`src/rtl/stage_instruction_decode_pkg.sv`:
```
// Shared types for the instruction-decode stage.
//   XLEN / ILEN / REG_IDX_W : architectural widths
//   opcode_t                : decoded major opcode, OPCODE_UNKNOWN marks an illegal word
//   imm_format_t            : immediate layout selector for the immediate generator
//   extract_opcode()        : raw instr[6:0] -> opcode_t
//   imm_format_of()         : opcode_t -> imm_format_t
package stage_instruction_decode_pkg;

    localparam int XLEN      = 32;
    localparam int ILEN      = 32;
    localparam int REG_IDX_W = 5;

    // OPCODE_UNKNOWN is encoded as zero so the reset value of the latched
    // opcode is all-zeros like every other decoded field.
    typedef enum logic [3:0] {
        OPCODE_UNKNOWN = 4'd0,
        OPCODE_LUI     = 4'd1,
        OPCODE_AUIPC   = 4'd2,
        OPCODE_JAL     = 4'd3,
        OPCODE_JALR    = 4'd4,
        OPCODE_BRANCH  = 4'd5,
        OPCODE_LOAD    = 4'd6,
        OPCODE_STORE   = 4'd7,
        OPCODE_OP_IMM  = 4'd8,
        OPCODE_OP      = 4'd9
    } opcode_t;

    typedef enum logic [2:0] {
        IMM_I,
        IMM_S,
        IMM_B,
        IMM_U,
        IMM_J,
        IMM_NONE
    } imm_format_t;

    function automatic opcode_t extract_opcode(input logic [6:0] op_bits);
        opcode_t op;
        case (op_bits)
            7'b0110111: op = OPCODE_LUI;
            7'b0010111: op = OPCODE_AUIPC;
            7'b1101111: op = OPCODE_JAL;
            7'b1100111: op = OPCODE_JALR;
            7'b1100011: op = OPCODE_BRANCH;
            7'b0000011: op = OPCODE_LOAD;
            7'b0100011: op = OPCODE_STORE;
            7'b0010011: op = OPCODE_OP_IMM;
            7'b0110011: op = OPCODE_OP;
            default:    op = OPCODE_UNKNOWN;
        endcase
        return op;
    endfunction

    function automatic imm_format_t imm_format_of(input opcode_t op);
        imm_format_t fmt;
        case (op)
            OPCODE_OP_IMM,
            OPCODE_LOAD,
            OPCODE_JALR:   fmt = IMM_I;
            OPCODE_STORE:  fmt = IMM_S;
            OPCODE_BRANCH: fmt = IMM_B;
            OPCODE_LUI,
            OPCODE_AUIPC:  fmt = IMM_U;
            OPCODE_JAL:    fmt = IMM_J;
            default:       fmt = IMM_NONE;
        endcase
        return fmt;
    endfunction

endpackage

```
`src/rtl/stage_instruction_decode_immediate_generator.sv`:
```
// Combinational immediate generator for the decode stage.
//   i_instr_bits : raw instruction word
//   i_imm_format : immediate layout chosen from the opcode
//   o_imm        : sign-extended (or upper) immediate, zero for R-type
module stage_instruction_decode_immediate_generator
    import stage_instruction_decode_pkg::*;
(
    input  logic [ILEN-1:0] i_instr_bits,
    input  imm_format_t     i_imm_format,
    output logic [XLEN-1:0] o_imm
);

    // Opcode bits never reach the immediate; the format already encodes them.
    logic w_unused_opcode_bits;
    assign w_unused_opcode_bits = ^i_instr_bits[6:0];

    always_comb begin
        o_imm = '0;
        case (i_imm_format)
            IMM_I: o_imm = {{20{i_instr_bits[31]}}, i_instr_bits[31:20]};
            IMM_S: o_imm = {{20{i_instr_bits[31]}}, i_instr_bits[31:25], i_instr_bits[11:7]};
            IMM_B: o_imm = {{19{i_instr_bits[31]}}, i_instr_bits[31], i_instr_bits[7],
                            i_instr_bits[30:25], i_instr_bits[11:8], 1'b0};
            IMM_U: o_imm = {i_instr_bits[31:12], 12'b0};
            IMM_J: o_imm = {{11{i_instr_bits[31]}}, i_instr_bits[31], i_instr_bits[19:12],
                            i_instr_bits[20], i_instr_bits[30:21], 1'b0};
            default: o_imm = '0;
        endcase
    end

endmodule

```
`src/rtl/stage_instruction_decode.sv`:
```
// Instruction-decode pipeline stage.
// Reads rs1/rs2 from a synchronous register file, builds the immediate and
// latches a decoded bundle for execute. Halts permanently on an illegal opcode.
//
// Optional feature macro: DECODE_WB_FORWARD_EN
//   defined   : a same-cycle writeback to a nonzero rs index is forwarded into
//               the latched operand instead of the register-file read data
//   undefined : wb_* inputs are ignored
//
// Ports
//   i_clock, i_reset_n            clock, async active-low reset
//   i_enable                      stage grant, held until o_is_complete
//   i_pc, i_instr_bits            fetched PC and instruction word
//   o_rf_r_addr_1/2, i_rf_r_data_1/2  register-file read ports
//   i_wb_enable/addr/data         writeback port (forwarding only)
//   o_is_complete                 one-cycle pulse, bundle latched on next edge
//   o_is_halted                   sticky illegal-instruction halt
//   o_dec_*                       latched decode bundle
//
// state    | meaning
// IDLE     | enable low, read counter reloaded
// READING  | enable high, counter > 0, waiting on register-file latency
// READY    | counter == 0, bundle latched on the completing edge
// HALTED   | illegal opcode seen, absorbing until reset
module stage_instruction_decode
    import stage_instruction_decode_pkg::*;
#(
    parameter int RF_READ_LATENCY = 1
) (
    input  logic                 i_clock,
    input  logic                 i_reset_n,
    input  logic                 i_enable,
    input  logic [XLEN-1:0]      i_pc,
    input  logic [ILEN-1:0]      i_instr_bits,
    output logic [REG_IDX_W-1:0] o_rf_r_addr_1,
    output logic [REG_IDX_W-1:0] o_rf_r_addr_2,
    input  logic [XLEN-1:0]      i_rf_r_data_1,
    input  logic [XLEN-1:0]      i_rf_r_data_2,
    input  logic                 i_wb_enable,
    input  logic [REG_IDX_W-1:0] i_wb_addr,
    input  logic [XLEN-1:0]      i_wb_data,
    output logic                 o_is_complete,
    output logic                 o_is_halted,
    output opcode_t              o_dec_opcode,
    output logic [REG_IDX_W-1:0] o_dec_rd,
    output logic [2:0]           o_dec_funct3,
    output logic [6:0]           o_dec_funct7,
    output logic [XLEN-1:0]      o_dec_imm,
    output logic [XLEN-1:0]      o_dec_rs1_value,
    output logic [XLEN-1:0]      o_dec_rs2_value,
    output logic [XLEN-1:0]      o_dec_pc
);

    localparam int CNT_W = 2;

    logic [CNT_W-1:0] r_cnt;
    logic             r_halted;
    logic             r_done;

    opcode_t          w_opcode;
    imm_format_t      w_imm_format;
    logic [XLEN-1:0]  w_imm;
    logic [XLEN-1:0]  w_rs1_value;
    logic [XLEN-1:0]  w_rs2_value;
    logic             w_read_done;
    logic             w_next_halted;
    logic             w_complete;

    assign o_rf_r_addr_1 = i_instr_bits[19:15];
    assign o_rf_r_addr_2 = i_instr_bits[24:20];

    assign w_opcode     = extract_opcode(i_instr_bits[6:0]);
    assign w_imm_format = imm_format_of(w_opcode);

    stage_instruction_decode_immediate_generator u_imm_gen (
        .i_instr_bits (i_instr_bits),
        .i_imm_format (w_imm_format),
        .o_imm        (w_imm)
    );

    assign w_read_done   = (r_cnt == '0);
    assign w_next_halted = r_halted | (i_enable & w_read_done & (w_opcode == OPCODE_UNKNOWN));
    // r_done keeps the pulse to one cycle when enable is held past completion.
    assign w_complete    = i_enable & w_read_done & ~r_done & ~r_halted & ~w_next_halted;
    assign o_is_complete = w_complete;
    assign o_is_halted   = r_halted;

    always_comb begin
        w_rs1_value = i_rf_r_data_1;
        w_rs2_value = i_rf_r_data_2;
`ifdef DECODE_WB_FORWARD_EN
        if (i_wb_enable && (i_wb_addr == o_rf_r_addr_1)) w_rs1_value = i_wb_data;
        if (i_wb_enable && (i_wb_addr == o_rf_r_addr_2)) w_rs2_value = i_wb_data;
`endif
        // x0 wins over both the register file and any forwarded value.
        if (o_rf_r_addr_1 == '0) w_rs1_value = '0;
        if (o_rf_r_addr_2 == '0) w_rs2_value = '0;
    end

`ifndef DECODE_WB_FORWARD_EN
    logic w_unused_wb;
    assign w_unused_wb = ^{i_wb_enable, i_wb_addr, i_wb_data};
`endif

    always_ff @(posedge i_clock or negedge i_reset_n) begin
        if (!i_reset_n) begin
            r_cnt    <= CNT_W'(RF_READ_LATENCY);
            r_halted <= 1'b0;
            r_done   <= 1'b0;
        end else begin
            r_halted <= w_next_halted;
            if (!i_enable) begin
                r_cnt  <= CNT_W'(RF_READ_LATENCY);
                r_done <= 1'b0;
            end else begin
                if (r_cnt != '0) r_cnt <= r_cnt - CNT_W'(1);
                if (w_complete)  r_done <= 1'b1;
            end
        end
    end

    always_ff @(posedge i_clock or negedge i_reset_n) begin
        if (!i_reset_n) begin
            o_dec_opcode    <= OPCODE_UNKNOWN;
            o_dec_rd        <= '0;
            o_dec_funct3    <= '0;
            o_dec_funct7    <= '0;
            o_dec_imm       <= '0;
            o_dec_rs1_value <= '0;
            o_dec_rs2_value <= '0;
            o_dec_pc        <= '0;
        end else if (w_complete) begin
            o_dec_opcode    <= w_opcode;
            o_dec_rd        <= i_instr_bits[11:7];
            o_dec_funct3    <= i_instr_bits[14:12];
            o_dec_funct7    <= i_instr_bits[31:25];
            o_dec_imm       <= w_imm;
            o_dec_rs1_value <= w_rs1_value;
            o_dec_rs2_value <= w_rs2_value;
            o_dec_pc        <= i_pc;
        end
    end

endmodule

```
`config.mk`:
```
export PLATFORM = sky130hd
export DESIGN_NAME = stage_instruction_decode
export DESIGN_NICKNAME = d
export VERILOG_FILES = /design/src/rtl/stage_instruction_decode_pkg.sv /design/src/rtl/stage_instruction_decode_immediate_generator.sv /design/src/rtl/stage_instruction_decode.sv
export SDC_FILE = /design/constraint.sdc
export NUM_CORES = 1
export LEC_CHECK = 0
export ABC_AREA = 1
export CORE_UTILIZATION = 46
export DETAILED_ROUTE_END_ITERATION = 7
export GPL_ROUTABILITY_DRIVEN = 0
export PLACE_DENSITY = 0.84
export SETUP_SLACK_MARGIN = 0.05
export SYNTH_ARGS = -nofsm -noshare
export SYNTH_HDL_FRONTEND = slang
export SYNTH_HIERARCHICAL = 1
export SYNTH_SLANG_ARGS = --single-unit
```
`constraint.sdc`:
```
create_clock -name i_clock -period 4.6 [get_ports i_clock]
set_clock_uncertainty 0.2 [all_clocks]
set_input_delay 0.92 -clock i_clock [delete_from_list [all_inputs] [get_ports i_clock]]
set_output_delay 0.92 -clock i_clock [all_outputs]
set_load 0.01 [all_outputs]
```
* Word-level counts from Yosys, hierarchy flattened
Memories as Yosys holds them, arrays and structs flattened. Index checks and enable logic that the tools add are counted.
Storage, ports and cells: memories 1, bits in writable memories 0, output and inout port bits 159, bits in latches 0, bits in read-only memories 48, bits of input ports 169, flip-flop bits (word level) 151
Cells by class: divide/modulo/power cells 0, $mul 0, bitwise logic cells 9, add/sub/neg operators 1, muxes and demuxes 8, $lt $le $gt $ge 0, eq/ne operators 15, reduce and logical (&&, ||, !) cells 6, shift operators 0
Memories:
- (no name shown) | depth 16, bits a word 3, rd ports 1, clocked after memory_dff 0, wr ports 0, line stage_instruction_decode_pkg.sv:56 | case (op)
Operators with widths (number):
- $pmux 32 s5 | 1
- $mux 32 | 2
- $pmux 4 s9 | 1
- $eq 7x6->1 const B | 3
- $eq 7x7->1 const B | 3
- $eq 7x5->1 const B | 2
- $logic_not 5->1 | 2
- $eq 7x2->1 const B | 1
- $eq 3x2->1 const B | 2
- $and 1x1->1 | 5
- $logic_not 4->1 | 1
- $mux 2 | 2
- $ne 2x1->1 const B | 2
- $eq 3x1->1 const B | 1
- $eq 3x3->1 const B | 1
- $logic_not 3->1 | 1
- $not 1->1 | 3
- $logic_not 2->1 | 1
- $mux 1 | 2
- $reduce_bool 2->1 | 1
- $sub 2x1->2 const B | 1
- $or 1x1->1 | 1

* Logic depth before layout (Yosys ltp)
Gate-level depths: netlist of run 1.
word-level depth 9, depth in mapped cells 18, gate-level depth less buffers 17

* By module
Netlist of run 1, hierarchy kept.
By module, submodules not included:
- stage_instruction_decode | times used 1, cells an instance 867, area each 7085.5 um^2, seq. area each 3779.9 um^2
- stage_instruction_decode_immediate_generator | times used 1, cells an instance 102, area each 491.7 um^2, seq. area each 0.0 um^2

* Least setup slack after synthesis of run 1
Ideal clock, no wire load.
path kind input port to flip-flop, start point in i_instr_bits[3], end point reg o_dec_imm[24], path buffers 1, slack 1.147 ns, stages on the path 15, arrival time 3.135 ns, cell sequence inv_1 > nand3_2 > inv_1 > nand3_1 > nand2_1 > inv_1 > ha_1 > or2_2 > o21ai_0 > inv_1 > buf_2 > nand4_1 > nand3_1 > nand4_1 > nand2_1
Between the ends: elaborated cells on any way between the ends 22, classes of those cells eq/ne (13); mux (2); bitwise (4); reduce/logical (2); memory (1)
RTL lines:
- start, declared | line stage_instruction_decode.sv:34 | input logic [ILEN-1:0] i_instr_bits,
- $eq 7x6->1 (tied with other cells) | line stage_instruction_decode_pkg.sv:39 | case (op_bits)
- $pmux 4 s9 * | line stage_instruction_decode_pkg.sv:39
- named net w_opcode[0] | line stage_instruction_decode.sv:60 | opcode_t w_opcode;
- $mem_v2 16x3 *
- named net w_imm_format[2] | line stage_instruction_decode.sv:61 | imm_format_t w_imm_format;
- $eq 3x3->1 (tied with other cells) | line stage_instruction_decode_immediate_generator.sv:19 | case (i_imm_format)
- $pmux 32 s5 * | line stage_instruction_decode_immediate_generator.sv:19
- named net w_imm[24] | line stage_instruction_decode.sv:62 | logic [XLEN-1:0] w_imm;
- end signal, assigned | line stage_instruction_decode.sv:137 | o_dec_imm <= w_imm;
- end, declared | line stage_instruction_decode.sv:48 | output logic [XLEN-1:0] o_dec_imm,
The timed path passes the listed nets; every way through them passes the cells marked *. A chain may end at the register's enable or synchronous reset.

* Worst setup path in the final report of run 1
start point in i_instr_bits[2], end point out o_is_complete
Between the ends: word-level cells in the longest chain between the ends 7, elaborated cells on any way between the ends 15, classes of those cells eq/ne (9); mux (1); bitwise (4); reduce/logical (1)
RTL lines:
- $eq 7x6->1 (tied with other cells) | line stage_instruction_decode_pkg.sv:39
- $pmux 4 s9 * | line stage_instruction_decode_pkg.sv:39
- named net w_opcode[1] | line stage_instruction_decode.sv:60
- $logic_not 4->1 * | line stage_instruction_decode.sv:82 | assign w_next_halted = r_halted | (i_enable & w_read_done & (w_opcode == OPCODE_UNKNOWN));
- $and 1x1->1 * | line stage_instruction_decode.sv:82
- $or 1x1->1 * | line stage_instruction_decode.sv:82
- $not 1->1 * | line stage_instruction_decode.sv:84 | assign w_complete = i_enable & w_read_done & ~r_done & ~r_halted & ~w_next_halted;
- $and 1x1->1 * | line stage_instruction_decode.sv:84
- end, declared | line stage_instruction_decode.sv:42 | output logic o_is_complete,
Marks and branches as above.

==> impl_metrics.xml, run 1 <==
<?xml version="1.0" encoding="UTF-8"?>
<metrics>
  <group name="status">
    <metric name="outcome" unit="">finished clean</metric>
  </group>
  <group name="worst_setup_path">
    <metric name="critPathArrivalTime" unit="ns">3.20</metric>
    <metric name="crit_fanout" unit="">13</metric>
    <metric name="cp-end-kind" unit="">output pin</metric>
    <metric name="worst-setup-path-type" unit="">input pin to output pin</metric>
    <metric name="start_kind" unit="">input pin</metric>
    <metric name="reg2reg_depth" unit="">10</metric>
    <metric name="r2r_start" unit="">r_cnt[1]</metric>
    <metric name="reg2reg_setup_slack" unit="ns">1.38</metric>
    <metric name="regToRegEndpoint" unit="">o_dec_rs2_value[3]</metric>
    <metric name="worstPathRequired" unit="ns">3.48</metric>
  </group>
  <group name="die">
    <metric name="floorplan.initialDensity" unit="">0.4736</metric>
    <metric name="die_w" unit="um">130.3</metric>
    <metric name="fp-row-count" unit="">46</metric>
    <metric name="i_o_pin_cnt" unit="">328</metric>
    <metric name="fp.coreArea" unit="um2">16000</metric>
    <metric name="dieArea" unit="um2">16990</metric>
    <metric name="die_height" unit="um">130.3</metric>
  </group>
  <group name="drt">
    <metric name="drc" unit="">0</metric>
    <metric name="wirelength" unit="mm">23.44</metric>
    <metric name="initialDrtViolationCount" unit="">546</metric>
    <metric name="vias" unit="">7520</metric>
    <metric name="detail_route.first_pass.iterations" unit="">6</metric>
    <metric name="vias_per_cell" unit="">5.259</metric>
    <metric name="detail_route.wl_per_cell" unit="um">16.39</metric>
    <metric name="drtAntennaViolNets" unit="">0</metric>
  </group>
  <group name="place">
    <metric name="numPlacedInstances" unit="">1399</metric>
    <metric name="place.detailed.hpwl" unit="mm">15.41</metric>
    <metric name="numPortBuffers" unit="">289</metric>
    <metric name="dpl_worst_slack" unit="ns">0.09817</metric>
  </group>
  <group name="min_path">
    <metric name="hp-start" unit="">o_dec_rs2_value[10]</metric>
    <metric name="hold_end" unit="">o_dec_rs2_value[10]</metric>
    <metric name="hold_path_depth" unit="">2</metric>
    <metric name="min_path_type" unit="">register to register</metric>
  </group>
  <group name="grt">
    <metric name="track_usage" unit="">0.2736</metric>
    <metric name="number_of_global_route_vias_before_repair" unit="">7060</metric>
    <metric name="grt_remaining_overflow" unit="">0</metric>
    <metric name="grt_antenna_before_repair" unit="">0</metric>
    <metric name="first_pass_grt_wire_length" unit="mm">36.23</metric>
    <metric name="grt_start_max_net_pins" unit="">116</metric>
  </group>
  <group name="run">
    <metric name="drv.max_cap_violation_count" unit="">0</metric>
  </group>
  <group name="timing">
    <metric name="layout_min_cycle_time" unit="ns">4.315</metric>
    <metric name="hold_viol_final" unit="">0</metric>
    <metric name="setup_slack" unit="ns">0.2849</metric>
    <metric name="finalSetupTns" unit="ns">0</metric>
    <metric name="timing.final.crit_share" unit="">0.9381</metric>
    <metric name="transition_at_the_pin_with_the_smallest_max_transition_slack" unit="ns">1.142</metric>
    <metric name="whs" unit="ns">0.2682</metric>
    <metric name="max_slew_margin" unit="">0.2369</metric>
    <metric name="rsz0062_at_grt" unit="">no</metric>
    <metric name="report.final.setup_viol" unit="">0</metric>
    <metric name="drv_slew" unit="">0</metric>
    <metric name="achievable-frequency" unit="MHz">231.7</metric>
  </group>
  <group name="synthesis">
    <metric name="synth_sequential_area_ratio" unit="">0.4988</metric>
    <metric name="synth-main-ff-cell" unit="">dfrtp_1</metric>
    <metric name="synth_async_reset_ratio" unit="">1.000</metric>
    <metric name="synthDistinctLibCells" unit="">24</metric>
    <metric name="synthMostInstantiatedCell" unit="">nand2_1</metric>
    <metric name="synth-seq-cells" unit="">151</metric>
    <metric name="synth.top_cells.by_area" unit="">dfrtp_1, nand2_1, nand4_1, inv_1, buf_4</metric>
    <metric name="synth_warnings" unit="">6</metric>
    <metric name="postSynthCellCount" unit="">969</metric>
    <metric name="post_synth.cell_area_avg" unit="um2">7.820</metric>
    <metric name="netlist.top_cell.by_area" unit="">dfrtp_1</metric>
    <metric name="synth.top_cell.area_share" unit="">0.4954</metric>
    <metric name="post_syn_area" unit="um2">7577</metric>
    <metric name="synth.net_count" unit="">1143</metric>
    <metric name="synthTopCellsByCount" unit="">nand2_1, nand4_1, dfrtp_1, inv_1, clkbuf_1</metric>
    <metric name="number_of_enable_type_register_cells_in_the_synthesized_netlist" unit="">0</metric>
  </group>
  <group name="power">
    <metric name="power_density" unit="nW/um2">283.3</metric>
    <metric name="total_leakage_power" unit="nW">5.784</metric>
    <metric name="vdd.ir_drop.worst" unit="mV">0.2390</metric>
  </group>
  <group name="clock_network">
    <metric name="tritoncts" unit="">done</metric>
    <metric name="clock_sink_count" unit="">151</metric>
    <metric name="clock_tree.buffer_depth" unit="">2</metric>
    <metric name="cts_repair_resize_count" unit="">0</metric>
    <metric name="cts_hold_buffers" unit="">0</metric>
    <metric name="cts_inserted_buffers" unit="">17</metric>
    <metric name="post-cts-setup-buffers" unit="">0</metric>
    <metric name="h-tree-depth" unit="">4</metric>
    <metric name="cts.reportedPaths.clkPinSlew" unit="ns">0.06</metric>
    <metric name="clkLatencyLatePin" unit="ns">0.41</metric>
    <metric name="root_buffer" unit="">clkbuf_16</metric>
  </group>
  <group name="cells_and_area">
    <metric name="drive_gt1_frac" unit="">0.05189</metric>
    <metric name="finalNetCount" unit="">1376</metric>
    <metric name="fillCellCount" unit="">1331</metric>
    <metric name="layout-area-overhead-vs-synth" unit="%">44.25</metric>
    <metric name="layout.cells.non_filler" unit="">1430</metric>
    <metric name="antenna-diode-count" unit="">0</metric>
  </group>
</metrics>
-- layer usage --
metal,track usage,up-vias,part of all wire
li1,-,3623,-
met2,0.4571,303,0.48
met3,0.09061,27,0.095
met5,0,-,0
met1,0.3377,3567,0.41
met4,0.07843,0,0.016
-- cells in the final DEF, fill, tap and decap left out, types with 5 or more instances in the layout --
cell,count
clkbuf_16,17
clkinv_2,6
ha_1,5
inv_1,78
nand4_1,162
nand3_1,32
buf_4,13
nand2_1,404
clkdlybuf4s50_1,288
o21ai_0,6
nor2_1,18
dfrtp_1,150
-- how the worst max path moves through the flow --
| stage | start | end | slack, ns | depth (start not counted) |
|---|---|---|---|---|
| global placement | i_instr_bits[4] | o_dec_imm[25] | 0.23 | 18 |
| global route | i_instr_bits[4] | o_is_complete | 0.12 | 13 |
| CTS | i_instr_bits[4] | o_is_complete | 0.31 | 13 |
| detailed placement | i_instr_bits[4] | o_dec_imm[26] | 0.1 | 18 |
| floorplan | i_instr_bits[3] | o_dec_imm[24] | 1.15 | 15 |
| finish | i_instr_bits[2] | o_is_complete | 0.28 | 13 |
-- logic make-up (layout without fill, tap and decap cells) --
kind of cell / after synthesis / after routing / synth area share
AND/OR/NAND/NOR: 633 / 633 / 0.3847
adder cells (fa/ha/maj): 5 / 5 / 0.008256
buffers and inverters: 170 / 415 / 0.1016
flip-flops: 151 / 151 / 0.4988
AO/OA/AOI/OAI: 10 / 10 / 0.006605
-- stage by stage --
step	cell area, um2	utilization	power (mW)
floorplan	7577	-	1.610
global placement	10380	0.6487	1.809
detailed placement	10380	0.6487	1.813
CTS	10930	0.6831	3.121
global route	10930	0.6831	3.221
finish	10930	0.6831	3.097
-- cell type report --
type	count	area [um2]	share of cell area
inverters	82	310.3	0.02839
clock buffers	22	474.2	0.04338
clock inverters	9	76.32	0.006983
flip-flops and latches	151	3780	0.3458
multi-input cells	648	3028	0.2770
well taps	216	270.3	0.02473
repair buffers	302	2992	0.2737
-- registers in the layout, summed over array words and instances (netlist names), 3 cells and up --
register         flops
o_dec_funct3         3
o_dec_funct7         7
o_dec_imm           32
o_dec_opcode         4
o_dec_pc            32
o_dec_rd             5
o_dec_rs1_value     32
o_dec_rs2_value     32
-- power breakdown --
group          total, mW  internal [mW]  switching, mW
logic              0.453          0.157          0.296
clock network       1.30          0.780          0.523
registers           1.34           1.34        0.00391
total               3.10           2.27          0.822
-- critical path, cell delays in order --
cell             delay (ns)
clkdlybuf4s50_1        0.53
inv_1                  0.11
nor2_1                 0.11
nand2_1                0.06
nand2_1                0.05
nand2_1                0.06
nand2_1                0.14
inv_1                  0.09
ha_1                   0.23
nand3_4                0.19
nand3_4                0.09
inv_1                  0.09
clkdlybuf4s50_1        0.54
Power figures use the tool's default switching activity.
==> run 2, diff against run 1 <==
==> constraint.sdc (replaced) <==
create_clock -name i_clock -period 5.08 [get_ports i_clock]
set_clock_uncertainty 0.2 [all_clocks]
set_input_delay 1.016 -clock i_clock [delete_from_list [all_inputs] [get_ports i_clock]]
set_output_delay 1.016 -clock i_clock [all_outputs]
set_load 0.01 [all_outputs]
==> run 2 against run 1 <==
Net effect: via count is 0.36% higher; critical path depth increased by 4; largest cell class unchanged; first-iteration DRC count down 3.8%; sequential share of layout area about the same; highest routed layer unchanged.
==> impl_metrics.xml, run 2 (synthesis gave the netlist of run 1 again) <==
<?xml version="1.0" encoding="UTF-8"?>
<metrics>
  <group name="drt">
    <metric name="detail_route.wl_per_cell" unit="um">16.31</metric>
    <metric name="vias_per_cell" unit="">5.281</metric>
    <metric name="vias" unit="">7547</metric>
    <metric name="initialDrtViolationCount" unit="">525</metric>
    <metric name="drc" unit="">0</metric>
    <metric name="wirelength" unit="mm">23.31</metric>
    <metric name="drtAntennaViolNets" unit="">0</metric>
    <metric name="detail_route.first_pass.iterations" unit="">5</metric>
  </group>
  <group name="die">
    <metric name="floorplan.initialDensity" unit="">0.4736</metric>
    <metric name="die_w" unit="um">130.3</metric>
    <metric name="fp-row-count" unit="">46</metric>
    <metric name="fp.coreArea" unit="um2">16000</metric>
    <metric name="dieArea" unit="um2">16990</metric>
    <metric name="die_height" unit="um">130.3</metric>
    <metric name="i_o_pin_cnt" unit="">328</metric>
  </group>
  <group name="clock_network">
    <metric name="tritoncts" unit="">done</metric>
    <metric name="post-cts-setup-buffers" unit="">0</metric>
    <metric name="clock_sink_count" unit="">151</metric>
    <metric name="h-tree-depth" unit="">4</metric>
    <metric name="clock_tree.buffer_depth" unit="">2</metric>
    <metric name="cts_repair_resize_count" unit="">0</metric>
    <metric name="cts_inserted_buffers" unit="">17</metric>
    <metric name="clkLatencyLatePin" unit="ns">0.41</metric>
    <metric name="cts.reportedPaths.clkPinSlew" unit="ns">0.06</metric>
    <metric name="root_buffer" unit="">clkbuf_16</metric>
    <metric name="cts_hold_buffers" unit="">0</metric>
  </group>
  <group name="power">
    <metric name="vdd.ir_drop.worst" unit="mV">0.2770</metric>
    <metric name="power_density" unit="nW/um2">258.7</metric>
    <metric name="total_leakage_power" unit="nW">5.774</metric>
  </group>
  <group name="place">
    <metric name="place.detailed.hpwl" unit="mm">15.27</metric>
    <metric name="numPlacedInstances" unit="">1397</metric>
    <metric name="numPortBuffers" unit="">289</metric>
    <metric name="detailed_place.area" unit="um2">10360</metric>
  </group>
  <group name="worst_setup_path">
    <metric name="start_kind" unit="">input pin</metric>
    <metric name="reg2reg_setup_slack" unit="ns">1.78</metric>
    <metric name="worstPathRequired" unit="ns">5.18</metric>
    <metric name="worst-setup-path-type" unit="">input pin to register</metric>
    <metric name="cp-end-kind" unit="">register</metric>
    <metric name="critPathArrivalTime" unit="ns">4.51</metric>
    <metric name="crit_fanout" unit="">14</metric>
  </group>
  <group name="status">
    <metric name="outcome" unit="">finished clean</metric>
  </group>
  <group name="run">
    <metric name="drv.max_cap_violation_count" unit="">0</metric>
  </group>
  <group name="timing">
    <metric name="layout_min_cycle_time" unit="ns">4.406</metric>
    <metric name="timing.final.crit_share" unit="">0.8673</metric>
    <metric name="finalSetupTns" unit="ns">0</metric>
    <metric name="report.final.setup_viol" unit="">0</metric>
    <metric name="achievable-frequency" unit="MHz">227.0</metric>
    <metric name="max_slew_margin" unit="">0.2299</metric>
    <metric name="drv_slew" unit="">0</metric>
    <metric name="rsz0062_at_grt" unit="">no</metric>
    <metric name="transition_at_the_pin_with_the_smallest_max_transition_slack" unit="ns">1.152</metric>
    <metric name="hold_viol_final" unit="">0</metric>
  </group>
  <group name="min_path">
    <metric name="min_path_type" unit="">register to register</metric>
  </group>
  <group name="grt">
    <metric name="first_pass_grt_wire_length" unit="mm">35.78</metric>
    <metric name="grt_start_max_net_pins" unit="">101</metric>
    <metric name="track_usage" unit="">0.2725</metric>
    <metric name="number_of_global_route_vias_before_repair" unit="">6999</metric>
    <metric name="grt_remaining_overflow" unit="">0</metric>
    <metric name="grt_antenna_before_repair" unit="">0</metric>
  </group>
  <group name="cells_and_area">
    <metric name="finish.utilization" unit="">0.6830</metric>
    <metric name="drive_gt1_frac" unit="">0.04864</metric>
    <metric name="postLayoutCellArea" unit="um2">10930</metric>
    <metric name="fillCellCount" unit="">1329</metric>
    <metric name="most-common-layout-cells" unit="">nand2_1, clkdlybuf4s50_1, nand4_1, dfrtp_1, inv_1</metric>
    <metric name="layout.cells.non_filler" unit="">1429</metric>
    <metric name="most_common_cell_after_layout_fill_and_taps_aside" unit="">nand2_1</metric>
    <metric name="layout-area-overhead-vs-synth" unit="%">44.22</metric>
    <metric name="finalNetCount" unit="">1374</metric>
    <metric name="antenna-diode-count" unit="">0</metric>
  </group>
</metrics>
run 2: final timing paths:
| path | start | to | cells past startpoint |
|---|---|---|---|
| max | i_instr_bits[4] | o_dec_imm[29] | 17 |
| min | o_dec_rs2_value[19] | o_dec_rs2_value[19] | 2 |
| max reg2reg | r_cnt[0] | o_dec_opcode[3] | 9 |
| min reg2reg | o_dec_rs2_value[19] | o_dec_rs2_value[19] | 2 |
| max in group asynchronous | i_reset_n | o_dec_funct3[1] | 2 |
| min in group asynchronous | i_reset_n | r_done | 1 |
run 2: area by class of cell:
class | count | area (um2) | area share
Inverter | 82 | 310.3 | 0.02839
Multi-Input combinational cell | 648 | 3028 | 0.2771
Clock buffer | 23 | 457.9 | 0.04191
Clock inverter | 9 | 105.1 | 0.009618
Timing Repair Buffer | 300 | 2977 | 0.2724
Sequential cell | 151 | 3780 | 0.3459
Tap cell | 216 | 270.3 | 0.02473
run 2: stage by stage:
stage | power (mW) | hold slack [ns] | worst slack [ns]
floorplan | 1.458 | 0.3043 | 1.526
global placement | 1.637 | 0.2522 | 0.5348
detailed placement | 1.641 | 0.2571 | 0.4307
CTS | 2.854 | 0.2716 | 0.7295
global route | 2.945 | 0.2823 | 0.4295
finish | 2.827 | 0.2656 | 0.6742
run 2: critical path, cell delays in order:
cell and delay [ns]:
clkdlybuf4s50_1 0.54, inv_2 0.08, nor2_1 0.11, nand2_1 0.06, nand2_1 0.05, nand2_1 0.04
nand2_1 0.13, inv_1 0.08, ha_1 0.29, or2_2 0.13, o21ai_0 0.08, nor2_1 0.74
nand2_2 0.39, nand3_1 0.39, nand3_1 0.17, nand4_1 0.13, nand2_1 0.07
run 2: metal layers:
layer  vias up  track usage  routed length, um
met2       288       0.4440              11140
li1       3624            -                  -
met1      3606       0.3360               9451
met5         -            0                  0
met4         0      0.08993                448
met3        29      0.09799               2269
run 2: power by group:
group | switching (mW) | internal [mW] | leakage (nW)
Clock | 0.471 | 0.734 | 0.275
Combinational | 0.266 | 0.141 | 3.40
Sequential | 0.00261 | 1.21 | 2.10
==> run 3, diff against run 2 <==
--- a/config.mk
+++ b/config.mk
@@ -10,6 +10,7 @@
 export DETAILED_ROUTE_END_ITERATION = 7
 export GPL_ROUTABILITY_DRIVEN = 0
 export PLACE_DENSITY = 0.84
+export RECOVER_POWER = 25
 export SETUP_SLACK_MARGIN = 0.05
 export SYNTH_ARGS = -nofsm -noshare
 export SYNTH_HDL_FRONTEND = slang
==> run 3 against run 2 <==
Net effect: the flow now finishes with violations (max-capacitance violations, max-slew violations); core utilization decreased by 0.063 points; worst hold slack hardly changed; register-to-register slack is essentially flat; worst setup slack improved by 0.013 ns; routed wire length about the same; first-iteration DRC count did not move; via count up 0.23%; die area unchanged; critical endpoint is now o_dec_imm[26]; largest power group unchanged; highest routed layer unchanged.
==> impl_metrics.xml, run 3 (synthesis gave the netlist of run 1 again) <==
<?xml version="1.0" encoding="UTF-8"?>
<metrics>
  <group name="drt">
    <metric name="drc" unit="">0</metric>
    <metric name="detail_route.first_pass.iterations" unit="">5</metric>
    <metric name="vias" unit="">7564</metric>
    <metric name="initialDrtViolationCount" unit="">525</metric>
    <metric name="vias_per_cell" unit="">5.293</metric>
    <metric name="drtAntennaViolNets" unit="">0</metric>
    <metric name="wirelength" unit="mm">23.29</metric>
    <metric name="detail_route.wl_per_cell" unit="um">16.30</metric>
  </group>
  <group name="cells_and_area">
    <metric name="finalNetCount" unit="">1374</metric>
    <metric name="area_of_the_multi_input_gates" unit="um2">3028</metric>
    <metric name="layout-area-overhead-vs-synth" unit="%">44.09</metric>
    <metric name="finish.utilization" unit="">0.6824</metric>
    <metric name="most_common_cell_after_layout_fill_and_taps_aside" unit="">nand2_1</metric>
    <metric name="antenna-diode-count" unit="">0</metric>
    <metric name="postLayoutCellArea" unit="um2">10920</metric>
    <metric name="ff_latch_area" unit="um2">3780</metric>
    <metric name="drive_gt1_frac" unit="">0.04782</metric>
    <metric name="fillCellCount" unit="">1332</metric>
    <metric name="most-common-layout-cells" unit="">nand2_1, clkdlybuf4s50_1, nand4_1, dfrtp_1, inv_1</metric>
  </group>
  <group name="run">
    <metric name="drv.max_cap_violation_count" unit="">2</metric>
  </group>
  <group name="timing">
    <metric name="whs" unit="ns">0.2652</metric>
    <metric name="rsz0062_at_grt" unit="">no</metric>
    <metric name="timing.final.crit_share" unit="">0.8648</metric>
    <metric name="layout_min_cycle_time" unit="ns">4.393</metric>
    <metric name="report.final.setup_viol" unit="">0</metric>
    <metric name="transition_at_the_pin_with_the_smallest_max_transition_slack" unit="ns">2.351</metric>
    <metric name="hold_viol_final" unit="">0</metric>
    <metric name="finalSetupTns" unit="ns">0</metric>
    <metric name="drv_slew" unit="">123</metric>
    <metric name="achievable-frequency" unit="MHz">227.6</metric>
    <metric name="setup_slack" unit="ns">0.6869</metric>
    <metric name="max_slew_margin" unit="">-0.5671</metric>
  </group>
  <group name="die">
    <metric name="die_w" unit="um">130.3</metric>
    <metric name="i_o_pin_cnt" unit="">328</metric>
    <metric name="fp-row-count" unit="">46</metric>
    <metric name="die_height" unit="um">130.3</metric>
    <metric name="floorplan.initialDensity" unit="">0.4736</metric>
    <metric name="dieArea" unit="um2">16990</metric>
    <metric name="fp.coreArea" unit="um2">16000</metric>
  </group>
  <group name="status">
    <metric name="violations" unit="">max-capacitance violations, max-slew violations</metric>
    <metric name="outcome" unit="">finished with violations</metric>
  </group>
  <group name="worst_setup_path">
    <metric name="slowest_stage" unit="">nor2_1</metric>
    <metric name="critPathArrivalTime" unit="ns">4.49</metric>
    <metric name="max_stage_delay" unit="ns">0.75</metric>
    <metric name="crit_fanout" unit="">14</metric>
    <metric name="reg2reg_depth" unit="">9</metric>
    <metric name="worst-setup-path-type" unit="">input pin to register</metric>
    <metric name="cp.buffers_inverters" unit="">3</metric>
    <metric name="cp_num_cells" unit="">17</metric>
    <metric name="critPathMostFrequentCell" unit="">nand2_1</metric>
    <metric name="worstPathRequired" unit="ns">5.17</metric>
    <metric name="start_kind" unit="">input pin</metric>
    <metric name="path_cells" unit="">clkdlybuf4s50_1, inv_2, nor2_1, nand2_1, nand2_1, nand2_1, nand2_1, inv_1, ha_1, or2_2, o21ai_0, nor2_1, nand2_2, nand3_1, nand3_1, nand4_1, nand2_1</metric>
    <metric name="timing.critical_path.max_delay_family" unit="">simple AND/OR/NAND/NOR gates</metric>
    <metric name="cp-end-kind" unit="">register</metric>
  </group>
  <group name="place">
    <metric name="detailed_place.area" unit="um2">10360</metric>
    <metric name="place.detailed.hpwl" unit="mm">15.27</metric>
    <metric name="numPortBuffers" unit="">289</metric>
    <metric name="dpl_worst_slack" unit="ns">0.4307</metric>
  </group>
  <group name="power">
    <metric name="power_density" unit="nW/um2">258.9</metric>
    <metric name="total_leakage_power" unit="nW">5.769</metric>
    <metric name="vdd.ir_drop.worst" unit="mV">0.2768</metric>
  </group>
  <group name="clock_network">
    <metric name="cts.reportedPaths.clkPinSlew" unit="ns">0.05</metric>
    <metric name="tritoncts" unit="">done</metric>
    <metric name="post-cts-setup-buffers" unit="">0</metric>
    <metric name="clkLatencyLatePin" unit="ns">0.41</metric>
    <metric name="h-tree-depth" unit="">4</metric>
    <metric name="cts_repair_resize_count" unit="">0</metric>
    <metric name="cts_inserted_buffers" unit="">17</metric>
    <metric name="cts_hold_buffers" unit="">0</metric>
    <metric name="clock_sink_count" unit="">151</metric>
    <metric name="root_buffer" unit="">clkbuf_16</metric>
    <metric name="clock_tree.buffer_depth" unit="">2</metric>
  </group>
  <group name="grt">
    <metric name="first_pass_grt_wire_length" unit="mm">35.78</metric>
    <metric name="grt_start_max_net_pins" unit="">101</metric>
    <metric name="grt_antenna_before_repair" unit="">0</metric>
    <metric name="grt_remaining_overflow" unit="">0</metric>
    <metric name="number_of_global_route_vias_before_repair" unit="">6999</metric>
    <metric name="track_usage" unit="">0.2725</metric>
  </group>
  <group name="min_path">
    <metric name="hold_path_depth" unit="">2</metric>
    <metric name="min_path_type" unit="">register to register</metric>
  </group>
</metrics>
## run 3: where the power goes
group / internal [mW] / leakage (nW) / switching (mW) / total (mW)
Sequential: 1.21 / 2.10 / 0.00261 / 1.21
Combinational: 0.140 / 3.39 / 0.266 / 0.406
Clock: 0.734 / 0.275 / 0.471 / 1.21
## run 3: layout make-up
| type | instances | area share |
|---|---|---|
| clock buffers | 23 | 0.04194 |
| clock inverters | 9 | 0.009626 |
| inverters | 82 | 0.02842 |
| multi-input cells | 648 | 0.2773 |
| flip-flops and latches | 151 | 0.3462 |
| well taps | 216 | 0.02475 |
| repair buffers | 300 | 0.2717 |
## run 3: worst register-to-register path, delay by kind of cell, from the launching register on
kind / cells / cell delay (ns)
fa+ha+maj: 1 / 0.22
buf+inv: 3 / 1.40
flops: 1 / 0.54
simple gates: 5 / 0.86
## run 3: through the flow
stage / total power, mW / std cells
floorplan: 1.458 / 969
global placement: 1.637 / 1397
detailed placement: 1.641 / 1397
CTS: 2.854 / 1429
global route: 2.944 / 1429
finish: 2.826 / 1429
## run 3: final timing paths
path	endpoint	slack (ns)	from
min	o_dec_imm[13]	0.27	o_dec_imm[13]
max reg2reg	o_dec_opcode[3]	1.79	r_cnt[0]
min in group asynchronous	r_done	1.07	i_reset_n
max in group asynchronous	o_dec_rs2_value[10]	1.16	i_reset_n
max	o_dec_imm[26]	0.69	i_instr_bits[4]
min reg2reg	o_dec_imm[13]	0.27	o_dec_imm[13]
## run 3: routing by layer
layer | global-route usage | vias up | routed length, um | part of all wire
li1 | - | 3624 | - | -
met1 | 0.3360 | 3604 | 9361 | 0.40
met2 | 0.4440 | 305 | 11130 | 0.48
met3 | 0.09799 | 31 | 2337 | 0.10
met4 | 0.08993 | 0 | 461 | 0.020
met5 | 0 | - | 0 | 0
